### src/rtl/score_bcd_counter_pkg.sv
// Shared types for the BCD score counter: digit type, FSM states, constants.
// DEC state exists only when SCORE_MISS_PENALTY_EN is defined.
package score_pkg;

  typedef logic [3:0] bcd_t;

  localparam bcd_t BCD_NINE = 4'd9;
  localparam bcd_t BCD_ZERO = 4'd0;

`ifdef SCORE_MISS_PENALTY_EN
  typedef enum logic [1:0] {
    IDLE,
    INC,
    DEC
  } state_t;
`else
  typedef enum logic {
    IDLE,
    INC
  } state_t;
`endif

endpackage

### src/rtl/score_bcd_counter_if.sv
// Game-side bundle: hit/miss/clear/frame_start in; digits/busy/saturated out.
// master = game logic / bench, slave = score_bcd_counter.
interface score_bcd_counter_if #(
  parameter int DIGITS = 3
);

  logic                hit;
  logic                miss;
  logic                clear;
  logic                frame_start;
  logic [4*DIGITS-1:0] digits;
  logic                busy;
  logic                saturated;

  modport master (
    output hit, miss, clear, frame_start,
    input  digits, busy, saturated
  );

  modport slave (
    input  hit, miss, clear, frame_start,
    output digits, busy, saturated
  );

endinterface

### src/rtl/bcd_digit_step.sv
// One BCD digit +1/-1 step with carry/borrow out.
// Ports: i_digit, i_dec (1=decrement) -> o_digit, o_cout.
module bcd_digit_step
  import score_pkg::*;
(
  input  bcd_t i_digit,
  input  logic i_dec,
  output bcd_t o_digit,
  output logic o_cout
);

  logic w_nine;
  logic w_zero;

  assign w_nine = (i_digit == BCD_NINE);
  assign w_zero = (i_digit == BCD_ZERO);

  always_comb begin
    o_digit = i_digit;
    o_cout  = 1'b0;
    unique case (1'b1)
      (i_dec && w_zero): begin
        o_digit = BCD_NINE;
        o_cout  = 1'b1;
      end
      (i_dec && !w_zero): o_digit = i_digit - 4'd1;
      (!i_dec && w_nine): begin
        o_digit = BCD_ZERO;
        o_cout  = 1'b1;
      end
      default: o_digit = i_digit + 4'd1;
    endcase
  end

endmodule

### src/rtl/score_bcd_counter.sv
// Hit/miss pulse accumulator into a DIGITS-wide BCD score, one digit/clock,
// with a tear-free frame-latched display. Ports: clk, rst_n, ifc (slave).
// Optional miss penalty: define SCORE_MISS_PENALTY_EN.
module score_bcd_counter
  import score_pkg::*;
#(
  parameter int DIGITS = 3,
  parameter int PEND_W = 4
) (
  input  logic                 clk,
  input  logic                 rst_n,
  score_bcd_counter_if.slave   ifc
);

  localparam int IDX_W = (DIGITS > 1) ? $clog2(DIGITS) : 1;
  localparam logic [IDX_W-1:0] LAST = IDX_W'(DIGITS - 1);
  localparam logic [PEND_W-1:0] PEND_MAX = '1;

  state_t              r_state;
  state_t              w_state_nx;
  logic [IDX_W-1:0]    r_idx;
  logic [IDX_W-1:0]    w_idx_nx;
  bcd_t                r_score [DIGITS];
  logic [PEND_W-1:0]   r_pend;
  logic                r_sat;
  logic                r_latch_req;
  logic [4*DIGITS-1:0] r_digits;

  logic                w_all9;
  logic                w_idle;
  bcd_t                w_cur;
  bcd_t                w_nxt_dig;
  logic                w_cout;
  logic                w_dec;
  logic                w_wr_en;
  logic                w_cons_hit;
  logic                w_sat_set;
  logic [4*DIGITS-1:0] w_score_flat;

`ifdef SCORE_MISS_PENALTY_EN
  logic [PEND_W-1:0]   r_pend_miss;
  logic                w_cons_miss;
  logic                w_all0;
`else
  logic                w_unused_miss;
  assign w_unused_miss = ifc.miss;
`endif

  always_comb begin
    w_all9       = 1'b1;
    w_cur        = BCD_ZERO;
    w_score_flat = '0;
    for (int i = 0; i < DIGITS; i++) begin
      w_all9 = w_all9 & (r_score[i] == BCD_NINE);
      w_score_flat[4*i +: 4] = r_score[i];
      if (r_idx == IDX_W'(i)) w_cur = r_score[i];
    end
  end

`ifdef SCORE_MISS_PENALTY_EN
  always_comb begin
    w_all0 = 1'b1;
    for (int i = 0; i < DIGITS; i++)
      w_all0 = w_all0 & (r_score[i] == BCD_ZERO);
  end
  assign w_dec = (r_state == DEC);
`else
  assign w_dec = 1'b0;
`endif

  assign w_idle = (r_state == IDLE);

  bcd_digit_step u_step (
    .i_digit (w_cur),
    .i_dec   (w_dec),
    .o_digit (w_nxt_dig),
    .o_cout  (w_cout)
  );

  always_comb begin
    w_state_nx = r_state;
    w_idx_nx   = r_idx;
    w_wr_en    = 1'b0;
    w_cons_hit = 1'b0;
    w_sat_set  = 1'b0;
`ifdef SCORE_MISS_PENALTY_EN
    w_cons_miss = 1'b0;
`endif
    unique case (r_state)
      IDLE: begin
        if (r_pend != '0) begin
          w_cons_hit = 1'b1;
          if (w_all9) begin
            w_sat_set = 1'b1;
          end else begin
            w_idx_nx   = '0;
            w_state_nx = INC;
          end
        end
`ifdef SCORE_MISS_PENALTY_EN
        else if (r_pend_miss != '0) begin
          w_cons_miss = 1'b1;
          if (!w_all0) begin
            w_idx_nx   = '0;
            w_state_nx = DEC;
          end
        end
`endif
      end
      default: begin
        // carry/borrow ripples one digit per clock
        w_wr_en = 1'b1;
        if (w_cout && r_idx != LAST) begin
          w_idx_nx = r_idx + 1'b1;
        end else begin
          w_state_nx = IDLE;
        end
      end
    endcase
    if (ifc.clear) begin
      w_state_nx = IDLE;
      w_idx_nx   = '0;
      w_wr_en    = 1'b0;
      w_cons_hit = 1'b0;
      w_sat_set  = 1'b0;
`ifdef SCORE_MISS_PENALTY_EN
      w_cons_miss = 1'b0;
`endif
    end
  end

  always_ff @(posedge clk or negedge rst_n) begin
    if (!rst_n) begin
      r_state     <= IDLE;
      r_idx       <= '0;
      r_pend      <= '0;
      r_sat       <= 1'b0;
      r_latch_req <= 1'b0;
      r_digits    <= '0;
      for (int i = 0; i < DIGITS; i++) r_score[i] <= BCD_ZERO;
    end else begin
      r_state <= w_state_nx;
      r_idx   <= w_idx_nx;

      if (ifc.clear) begin
        r_pend <= '0;
      end else if (ifc.hit && !w_cons_hit) begin
        if (r_pend != PEND_MAX) r_pend <= r_pend + 1'b1;
      end else if (!ifc.hit && w_cons_hit) begin
        r_pend <= r_pend - 1'b1;
      end

      if (ifc.clear)      r_sat <= 1'b0;
      else if (w_sat_set) r_sat <= 1'b1;

      for (int i = 0; i < DIGITS; i++) begin
        if (ifc.clear)
          r_score[i] <= BCD_ZERO;
        else if (w_wr_en && r_idx == IDX_W'(i))
          r_score[i] <= w_nxt_dig;
      end

      // only IDLE cycles see a fully settled score
      if (ifc.frame_start && w_idle) begin
        r_digits    <= w_score_flat;
        r_latch_req <= 1'b0;
      end else if (ifc.frame_start) begin
        r_latch_req <= 1'b1;
      end else if (r_latch_req && w_idle) begin
        r_digits    <= w_score_flat;
        r_latch_req <= 1'b0;
      end
    end
  end

`ifdef SCORE_MISS_PENALTY_EN
  always_ff @(posedge clk or negedge rst_n) begin
    if (!rst_n) begin
      r_pend_miss <= '0;
    end else if (ifc.clear) begin
      r_pend_miss <= '0;
    end else if (ifc.miss && !w_cons_miss) begin
      if (r_pend_miss != PEND_MAX) r_pend_miss <= r_pend_miss + 1'b1;
    end else if (!ifc.miss && w_cons_miss) begin
      r_pend_miss <= r_pend_miss - 1'b1;
    end
  end

  assign ifc.busy = !w_idle || (r_pend != '0) || (r_pend_miss != '0);
`else
  assign ifc.busy = !w_idle || (r_pend != '0);
`endif

  assign ifc.digits    = r_digits;
  assign ifc.saturated = r_sat;

endmodule

### src/flat_wrapper.sv
// flat-port wrapper written by rule: the top's interface ports become plain ports
module score_bcd_counter_flat import score_pkg::*;
#(
  parameter int DIGITS = 3,
  parameter int PEND_W = 4
)
  (clk, rst_n, ifc_hit, ifc_miss, ifc_clear, ifc_frame_start, ifc_digits, ifc_busy, ifc_saturated);
  score_bcd_counter_if #(.DIGITS(DIGITS)) ifc_i ();
  input  logic clk;
  input  logic rst_n;
  input wire logic [$bits(ifc_i.hit)-1:0] ifc_hit;
  input wire logic [$bits(ifc_i.miss)-1:0] ifc_miss;
  input wire logic [$bits(ifc_i.clear)-1:0] ifc_clear;
  input wire logic [$bits(ifc_i.frame_start)-1:0] ifc_frame_start;
  output wire logic [$bits(ifc_i.digits)-1:0] ifc_digits;
  output wire logic [$bits(ifc_i.busy)-1:0] ifc_busy;
  output wire logic [$bits(ifc_i.saturated)-1:0] ifc_saturated;
  assign ifc_i.hit = ifc_hit;
  assign ifc_i.miss = ifc_miss;
  assign ifc_i.clear = ifc_clear;
  assign ifc_i.frame_start = ifc_frame_start;
  assign ifc_digits = ifc_i.digits;
  assign ifc_busy = ifc_i.busy;
  assign ifc_saturated = ifc_i.saturated;
  score_bcd_counter #(.DIGITS(DIGITS), .PEND_W(PEND_W)) u_core (.clk(clk), .rst_n(rst_n), .ifc(ifc_i));
endmodule
### config.mk
export PLATFORM = sky130hd
export DESIGN_NAME = score_bcd_counter_flat
export DESIGN_NICKNAME = d
export VERILOG_FILES = /design/src/rtl/score_bcd_counter_pkg.sv /design/src/rtl/score_bcd_counter_if.sv /design/src/rtl/bcd_digit_step.sv /design/src/rtl/score_bcd_counter.sv /design/src/flat_wrapper.sv
export SDC_FILE = /design/constraint.sdc
export NUM_CORES = 1
export LEC_CHECK = 0
export BUFFER_PORTS_ARGS = -buffer_cell sky130_fd_sc_hd__clkbuf_2
export CORE_ASPECT_RATIO = 0.9
export CORE_MARGIN = 5
export CORE_UTILIZATION = 50
export DETAILED_ROUTE_END_ITERATION = 8
export PLACE_DENSITY_LB_ADDON = 0.08
export SYNTH_ARGS = -nofsm -noshare
export SYNTH_HDL_FRONTEND = slang
export SYNTH_HIERARCHICAL = 1
export SYNTH_SLANG_ARGS = --single-unit
### constraint.sdc
create_clock -name clk -period 3.8 [get_ports clk]
set_input_delay 0.38 -clock clk [delete_from_list [all_inputs] [get_ports clk]]
set_output_delay 0.38 -clock clk [all_outputs]
set_load 0.1 [all_outputs]
==> results of run 1 <==
[where the power goes]
part / total, W / switching [W] / internal, W
Sequential: 0.000515 / 0.0000996 / 0.000416
Clock: 0.000253 / 0.000126 / 0.000126
Combinational: 0.000727 / 0.000490 / 0.000238
[flip-flops by register name (all words and copies together) (netlist names)]
register	flops
u_core/ifc.digits	12
u_core/ifc.saturated	1
u_core/r_idx	2
u_core/r_latch_req	1
u_core/r_score	12
u_core/r_state	1
u_core/r_pend	4
[metal layers]
metal	wire (um)	GRT usage, %	part of all wire, %
met2	1730	26.2	45
met5	0	0	0
met4	116	7.78	3.0
met1	1760	22.5	46
met3	235	3.82	6.1
[worst max-delay path by stage]
stage | start | end | slack, ns | cells past startpoint
4_1_cts | u_core/r_idx[0] | u_core/r_idx[0] | 0.84 | 13
3_3_place_gp | u_core/r_idx[0] | u_core/r_idx[0] | 0.98 | 13
3_5_place_dp | u_core/r_idx[0] | u_core/r_idx[0] | 0.86 | 13
2_1_floorplan | u_core/r_idx[0] | u_core/r_idx[0] | 1.18 | 14
5_1_grt | u_core/r_idx[0] | u_core/r_idx[0] | 0.52 | 13
6_report | u_core/r_idx[0] | u_core/r_score[10] | 0.81 | 13
[placed cells by master, fill, tap and decap left out, drive strengths merged, types with 2 or more instances in the layout]
cell / synthesis / layout
or2b: 2 / 2
and3: 3 / 3
a31o: 2 / 2
xor2: 3 / 3
nor4: 2 / 2
ha: 7 / 7
nor4bb: 3 / 3
o211ai: 3 / 3
a21oi: 24 / 24
clkbuf: 6 / 23
nand3: 13 / 13
a31oi: 3 / 3
nor2: 12 / 12
conb: 1 / 7
dfrtp: 33 / 33
or3: 2 / 2
inv: 7 / 7
o21ai: 8 / 8
mux2: 14 / 14
clkinv: 0 / 2
nand2: 27 / 27
nor2b: 2 / 2
[worst reg2reg max path, stage by stage, from the launching register on]
cell and delay (ns):
dfrtp_1 0.41, inv_1 0.09, ha_1 0.33, nand2_1 0.09
nor2_1 0.09, a21oi_1 0.06, o21ai_0 0.65, xor2_1 0.22
ha_1 0.16, a21oi_1 0.05, xor2_1 0.18, nor2_1 0.27
nand3_1 0.13, a21oi_1 0.17
[cell type report]
class,count,share of cell area [%]
clock buffer,5,3.28
timing repair buffer,18,4.30
multi-input combinational,153,48.2
clock inverter,3,0.835
inverter,7,1.25
sequential,33,39.4
tap,46,2.74
[cells by family (layout without fill, tap and decap cells)]
family / Yosys count / count (layout) / share of synthesized area, %
other: 1 / 7 / 0.198
adders and majority gates: 8 / 8 / 5.23
AOI/OAI and AO/OA: 46 / 46 / 15.8
and+or+nand+nor: 73 / 73 / 20.2
muxes: 15 / 15 / 9.07
buffers and inverters: 16 / 33 / 3.97
xor gates and xnor gates: 4 / 4 / 1.85
DFF: 33 / 33 / 43.7
[metrics by stage]
stage	hold slack [ns]	utilization (%)	instances	power [W]	cell area, um^2
final	0.181	57.0	265	0.00149	2100
after global routing	0.264	57.0	265	0.00160	2100
after CTS	0.205	57.0	265	0.00150	2100
after detailed placement	0.486	54.7	257	0.00124	2010
after global placement	0.474	54.7	257	0.00122	2010
after floorplan	0.0844	-	202	0.00112	1910
==> flow_summary.toml, run 1 <==
[route]
drtIter0Drc = 88
drt_first_pass_iters = 4
ant_nets = 0
vias_per_cell = 5.69
post_drt_wl_per_cell_um = 14.5
via_count = 1508
routed_wirelength_um = 3850
drc = 0

[final_layout]
regArea_um2 = 826
multiInputGateArea_um2 = 1010
layout.nets = 231
n_fill_cell = 342
drive_gt1_share_pct = 22.8
syn_to_final_growth_pct = 11.0
insertedDiodeCount = 0

[synthesis]
synth.most_common_cell = "dfrtp_1"
synth-seq-cells = 33
synth_area_leaders = "dfrtp_1 44%, mux2_2 7.2%, a21oi_1 6.1%, nand2_1 5.2%, ha_1 4.6%"
synth_edf_count = 0
synthArstFlopShare_pct = 100
ys_warn_count = 6
ys_types = 50
ys_top_cells_by_count = "33 x dfrtp_1, 26 x nand2_1, 23 x a21oi_1"
yosysTopAreaCell = "dfrtp_1"
ys_seq_area_share_pct = 43.7
syn_area_um2 = 1890
yosysTopAreaCellShare_pct = 43.7
syn_avg_cell_area_um2 = 9.64
syn_inst = 196
synth_ff_type = "dfrtp_1"

[clocking]
cts.clk_slew.worst_paths_ns = 0.07
cts_buffer_depth = 2
cts_root_buf = "clkbuf_8"
postCtsSetupBuffers = 0
ctsResizeCount = 0
clk_latency_ns = 0.28
htree_levels = 2
cts.sinks = 33
cts_tree = "built"
hold_buffers = 0
cts_inserted_buffers = 5

[worst_setup_path]
cp.required_ns = 3.99
path_cells = "inv_1, ha_1, nand2_1, nor2_1, a21oi_1, o21ai_0, xor2_1, ha_1, a21oi_1, xor2_1, nor2_1, nand3_1, a21oi_1"
crit_family = "compound AO/OA/AOI/OAI gates"
cp_max_fo = 9
cp-end-kind = "register"
r2r-start = "u_core/r_idx[0]"
slowest_delay_ns = 0.65
r2r_cells = 13
r2r_slack_ns = 0.81
cpMaxStageDelayCell = "o21ai_0"
crit_type = "reg2reg"
reg2reg_to = "u_core/r_score[10]"
worstPathArrival_ns = 3.18
worst_setup_path_start_kind = "register"
crit_buf_inv = 1
cp_common_cell = "a21oi_1"

[timing]
grt_setup_unrepaired = "no"
min_period_ns = 2.99
fin_skew_ns = 0.00717
fmax_ghz = 0.335
hold_viol_final = 0
fin_tns_setup_ns = 0
slew_violations = 0
period_share_pct = 78.6
setup_viol = 0
finalWorstSetupSlack_ns = 0.814
slew_headroom_pct = 21.5
tightest_slew_ns = 1.17

[pwr]
powerDensity_nw_per_um2 = 713
vdd_drop_max_mv = 0.327
p_leak_nw = 0.976

[place]
port_buffers = 18
hpwl_um = 2800
place_ws_ns = 0.862
globalplace.congestion = 0.953

[floorplan]
die_h_um = 68.3
pin_count = 20
core_area_um2 = 3680
dieArea_um2 = 5110
num_rows = 21
start_util_pct = 51.4
die_w_um = 74.8

[min_path]
hold_class = "in2async"

[run]
drv_cap = 0

[global_route]
grt.overflow.total = 0
grt_pass1_vias = 1392
grt_max_degree = 34
antenna_found_initial = 0
grt_pass1_wl_um = 6530
grt_util_all_layers_pct = 16.9

[run_status]
outcome = "finished clean"
No activity file was read; power rests on OpenSTA's default activity.
==> run 2, diff against run 1 <==
==> constraint.sdc (replaced) <==
create_clock -name clk -period 2.6 [get_ports clk]
set_input_delay 0.26 -clock clk [delete_from_list [all_inputs] [get_ports clk]]
set_output_delay 0.26 -clock clk [all_outputs]
set_load 0.1 [all_outputs]
==> run 2 against run 1 <==
Against the previous run:
- total power increased by 55%
- via count is 3.0% higher
- non-clock buffer count rose by 12
- cell area rose by 6.8%
- register-to-register slack got worse by 0.62 ns
- count of clock-buffer cells in the layout stayed put
- global-route usage up 1.8 points
- cell count grew 4.5%
- sequential share of layout area is 2.5 points lower
- critical endpoint is now u_core/r_score[11]
- largest cell class unchanged
==> flow_summary.toml, run 2 (same netlist as run 1, synthesis figures left out) <==
[pwr]
vdd_drop_max_mv = 0.656
p_leak_nw = 1.04
powerDensity_nw_per_um2 = 1040

[final_layout]
syn_to_final_growth_pct = 18.5
drive_gt1_share_pct = 30.3
fin_area_um2 = 2240
multiInputGateArea_um2 = 1060
layout_common_cells = "32 x dfrtp_1, 26 x nand2_1, 23 x a21oi_1"
mostFrequentLayoutCell = "dfrtp_1"
insertedDiodeCount = 0
n_fill_cell = 321
layout.nets = 243
regArea_um2 = 827

[place]
globalplace.congestion = 0.948
dpl_cell_area_um2 = 2090
port_buffers = 18
hpwl_um = 2940

[route]
ant_nets = 0
drc = 0
routed_wirelength_um = 4020
drtIter0Drc = 127
vias_per_cell = 5.61
post_drt_wl_per_cell_um = 14.5
drt_first_pass_iters = 4
via_count = 1553

[worst_setup_path]
cp.required_ns = 2.76
reg2reg_to = "u_core/r_score[11]"
worstPathArrival_ns = 2.56
cp_max_fo = 9
worst_setup_path_start_kind = "register"
crit_type = "reg2reg"
r2r-start = "u_core/r_idx[0]"
cp-end-kind = "register"
r2r_cells = 12
r2r_slack_ns = 0.19

[global_route]
grt_util_all_layers_pct = 18.7
grt_max_degree = 34
grt_pass1_wl_um = 7170
grt_pass1_vias = 1525
antenna_found_initial = 0
grt.overflow.total = 0

[clocking]
cts.sinks = 33
cts_inserted_buffers = 5
htree_levels = 2
cts.clk_slew.worst_paths_ns = 0.07
cts_tree = "built"
cts_root_buf = "clkbuf_8"
clk_latency_ns = 0.28
cts_buffer_depth = 2

[floorplan]
core_area_um2 = 3680
start_util_pct = 51.4
dieArea_um2 = 5110
num_rows = 21
die_w_um = 74.8
pin_count = 20
die_h_um = 68.3

[run_status]
outcome = "finished clean"

[timing]
hold_viol_final = 0
min_period_ns = 2.41
setup_viol = 0
slew_headroom_pct = 45.4
tightest_slew_ns = 0.819
fmax_ghz = 0.416
grt_setup_unrepaired = "no"
fin_skew_ns = 0.00471
hold_ws_ns = 0.0643
period_share_pct = 92.5
slew_violations = 0

[min_path]
hold_class = "in2async"

[run]
drv_cap = 0
==> run 2: changes by cell type in the layout (fill, tap and decap cells not counted), sizes merged <==
cell	previous run	this run
buf	0	12
==> run 2: worst max-delay path: stages, from the launching register on <==
cell	delay [ns]
dfrtp_2	0.42
inv_2	0.08
ha_4	0.19
nand2_1	0.07
nor2_1	0.05
a21oi_1	0.13
o21ai_0	0.16
ha_1	0.39
a21oi_4	0.19
mux2i_1	0.20
o211ai_1	0.18
nand3_1	0.14
a21oi_1	0.07
==> run 2: metal layers <==
| metal | part of all wire, % | GRT usage (%) | routed length, um | up-vias |
|---|---|---|---|---|
| met2 | 48 | 30.8 | 1950 | 38 |
| li1 | - | - | - | 765 |
| met3 | 4.1 | 4.41 | 164 | 8 |
| met5 | 0 | 0 | 0 | - |
| met1 | 46 | 23.4 | 1850 | 742 |
| met4 | 1.5 | 8.22 | 60 | 0 |
==> run 2: area by class of cell <==
class,instances,area share [%]
clock buffers,5,3.07
clock inverters,3,0.782
inverters,7,1.17
multi-input cells,153,47.4
flip-flops and latches,33,36.9
well taps,46,2.57
repair buffers,30,8.04
==> run 2: metrics by stage <==
step / std cells / utilization (%) / setup slack, ns / TNS, ns / total power, W
after floorplan: 202 / - / 0.106 / 0 / 0.00164
after global placement: 268 / 56.9 / 0.0803 / 0 / 0.00186
after detailed placement: 268 / 56.9 / -0.00105 / -0.00105 / 0.00190
after CTS: 276 / 59.4 / 0.0382 / 0 / 0.00228
after global routing: 277 / 60.9 / 0.00909 / 0 / 0.00250
final: 277 / 60.9 / 0.194 / 0 / 0.00232
==> run 2: where the power goes <==
part	internal, W	total (W)	leakage [nW]	switching [W]
Combinational	0.000445	0.00123	0.550	0.000784
Sequential	0.000609	0.000723	0.450	0.000114
Clock	0.000184	0.000371	0.0439	0.000186
Total	0.00124	0.00232	1.04	0.00108
==> run 2: worst max-delay path by stage <==
stage,start,end,cells past startpoint
3_3_place_gp,u_core/r_idx[0],u_core/r_idx[0],13
6_report,u_core/r_idx[0],u_core/r_score[11],12
2_1_floorplan,u_core/r_idx[0],u_core/r_idx[0],14
4_1_cts,u_core/r_idx[0],u_core/r_score[11],13
3_5_place_dp,u_core/r_idx[0],u_core/r_idx[0],13
5_1_grt,u_core/r_idx[0],u_core/r_score[11],12
==> run 2: timing repair <==
item,4_1_cts,5_1_grt
pin swaps,0,3
endpoints found under the setup margin,1,9
buffers inserted,0,1
hold buffers,0,0
resized for setup,1,14
==> run 3, diff against run 2 <==
==> constraint.sdc (replaced) <==
create_clock -name clk -period 1.95 [get_ports clk]
set_input_delay 0.195 -clock clk [delete_from_list [all_inputs] [get_ports clk]]
set_output_delay 0.195 -clock clk [all_outputs]
set_load 0.01 [all_outputs]
==> run 3 against run 2 <==
Against the previous run:
- the flow now finishes with violations (setup timing)
- flip-flop and latch count unchanged
- cell count up 10%
- non-clock buffer count up 29
- count of clock-buffer cells in the layout up 2
- setup slack worse by 0.62 ns
- total power up 46%
- first-iteration DRC count up 35%
- cell area up 17%
- global-route usage up 2.7 points
- largest power group unchanged
- die area unchanged
- combinational power up 59%
- critical path depth unchanged
==> flow_summary.toml, run 3 (same netlist as run 1, synthesis figures left out) <==
[worst_setup_path]
worstPathArrival_ns = 2.54
cp_max_fo = 9
crit_type = "reg2reg"
cp-end-kind = "register"
worst_setup_path_start_kind = "register"
cp.required_ns = 2.11

[clocking]
cts_inserted_buffers = 5
htree_levels = 2
cts_buffer_depth = 2
cts.clk_slew.worst_paths_ns = 0.07
cts_tree = "built"
cts_root_buf = "clkbuf_8"
cts.sinks = 33
clk_latency_ns = 0.29

[place]
place_ws_ns = -0.503
hpwl_um = 3420
globalplace.congestion = 0.935
dpl_cell_area_um2 = 2310
place_inst = 289
port_buffers = 18

[final_layout]
drive_gt1_share_pct = 48.6
finalNonFillerCells = 305
syn_to_final_growth_pct = 38.4
fin_area_um2 = 2620
insertedDiodeCount = 0
layout_common_cells = "40 x buf_4, 33 x dfrtp_1, 24 x nand2_1"
utilization_pct = 71.1
mostFrequentLayoutCell = "buf_4"
layout.nets = 272

[global_route]
grt_util_all_layers_pct = 21.5
grt_pass1_wl_um = 8070
grt.overflow.total = 0
antenna_found_initial = 0
grt_max_degree = 34
grt_pass1_vias = 1693

[run_status]
outcome = "finished with violations"
violations = "setup timing"

[floorplan]
dieArea_um2 = 5110
num_rows = 21
core_area_um2 = 3680
start_util_pct = 51.4
pin_count = 20
die_w_um = 74.8
die_h_um = 68.3

[timing]
fmax_ghz = 0.420
slew_headroom_pct = 44.0
tightest_slew_ns = 0.840
hold_ws_ns = 0.00259
hold_viol_final = 0
fin_skew_ns = 0.00645
setup_viol = 13
slew_violations = 0
min_period_ns = 2.38
finalWorstSetupSlack_ns = -0.429
grt_setup_unrepaired = "yes"
period_share_pct = 122

[route]
post_drt_wl_per_cell_um = 16.1
via_count = 1715
vias_per_cell = 5.62
ant_nets = 0
routed_wirelength_um = 4900
drt_first_pass_iters = 4
drtIter0Drc = 172
drc = 0

[min_path]
hold_class = "in2async"

[pwr]
powerDensity_nw_per_um2 = 1290
p_leak_nw = 1.22
vdd_drop_max_mv = 0.659

[run]
drv_cap = 0
==> run 3: area by class of cell <==
type	instances	area, um^2
Sequential cell	33	826
Fill cell	291	1060
Inverter	7	26.3
Clock buffer	7	86.3
Multi-Input combinational cell	153	1210
Timing Repair Buffer	59	410
Tap cell	46	57.6
==> run 3: critical path, stage by stage (launching register included) <==
cell      delay, ns
dfrtp_1        0.40
inv_2          0.11
ha_4           0.21
nor2_2         0.06
a21oi_2        0.17
o21ai_2        0.11
buf_4          0.15
maj3_2         0.32
a21oi_4        0.16
mux2i_1        0.20
o211ai_1       0.16
nand3_1        0.14
a21oi_1        0.07
==> run 3: power by group <==
part | total [W] | switching (W) | internal, W
Combinational | 0.00196 | 0.00100 | 0.000960
Clock | 0.000516 | 0.000236 | 0.000280
Sequential | 0.000909 | 0.0000967 | 0.000812
==> run 3: final timing paths <==
path | start | to | slack (ns) | cells after the start
worst max-delay path | u_core/r_idx[1] | u_core/r_score[11] | -0.43 | 12
worst min-delay path | rst_n | u_core/r_idx[0] | 0.003 | 1
worst max register to register | u_core/r_idx[1] | u_core/r_score[11] | -0.43 | 12
worst min register to register | u_core/r_latch_req | u_core/r_latch_req | 0.50 | 2
max in group asynchronous | rst_n | u_core/r_score[9] | 1.42 | 1
min in group clk | ifc_frame_start | u_core/r_latch_req | 0.15 | 3
==> run 3: metal layers <==
metal	vias to the layer above	part of all wire (%)	track usage, %
met5	-	0	0
met1	844	44	26.3
met4	0	2.4	10.0
met3	11	4.8	4.85
li1	817	-	-
met2	43	49	35.7
==> run 3: stage by stage <==
stage                     setup TNS [ns]  power, W
after global routing               -5.26   0.00359
after floorplan                    -1.66   0.00193
final                              -3.97   0.00339
after CTS                          -3.36   0.00330
after global placement             -2.75   0.00243
after detailed placement           -4.14   0.00249
==> run 3: what timing repair did <==
item,4_1_cts,5_1_grt
cloned,0,0
pin swaps,18,11
setup buffers,10,0
endpoints found under the setup margin,13,15
hold endpoints to repair,0,0
gates resized for setup,24,11
hold buffers,0,0
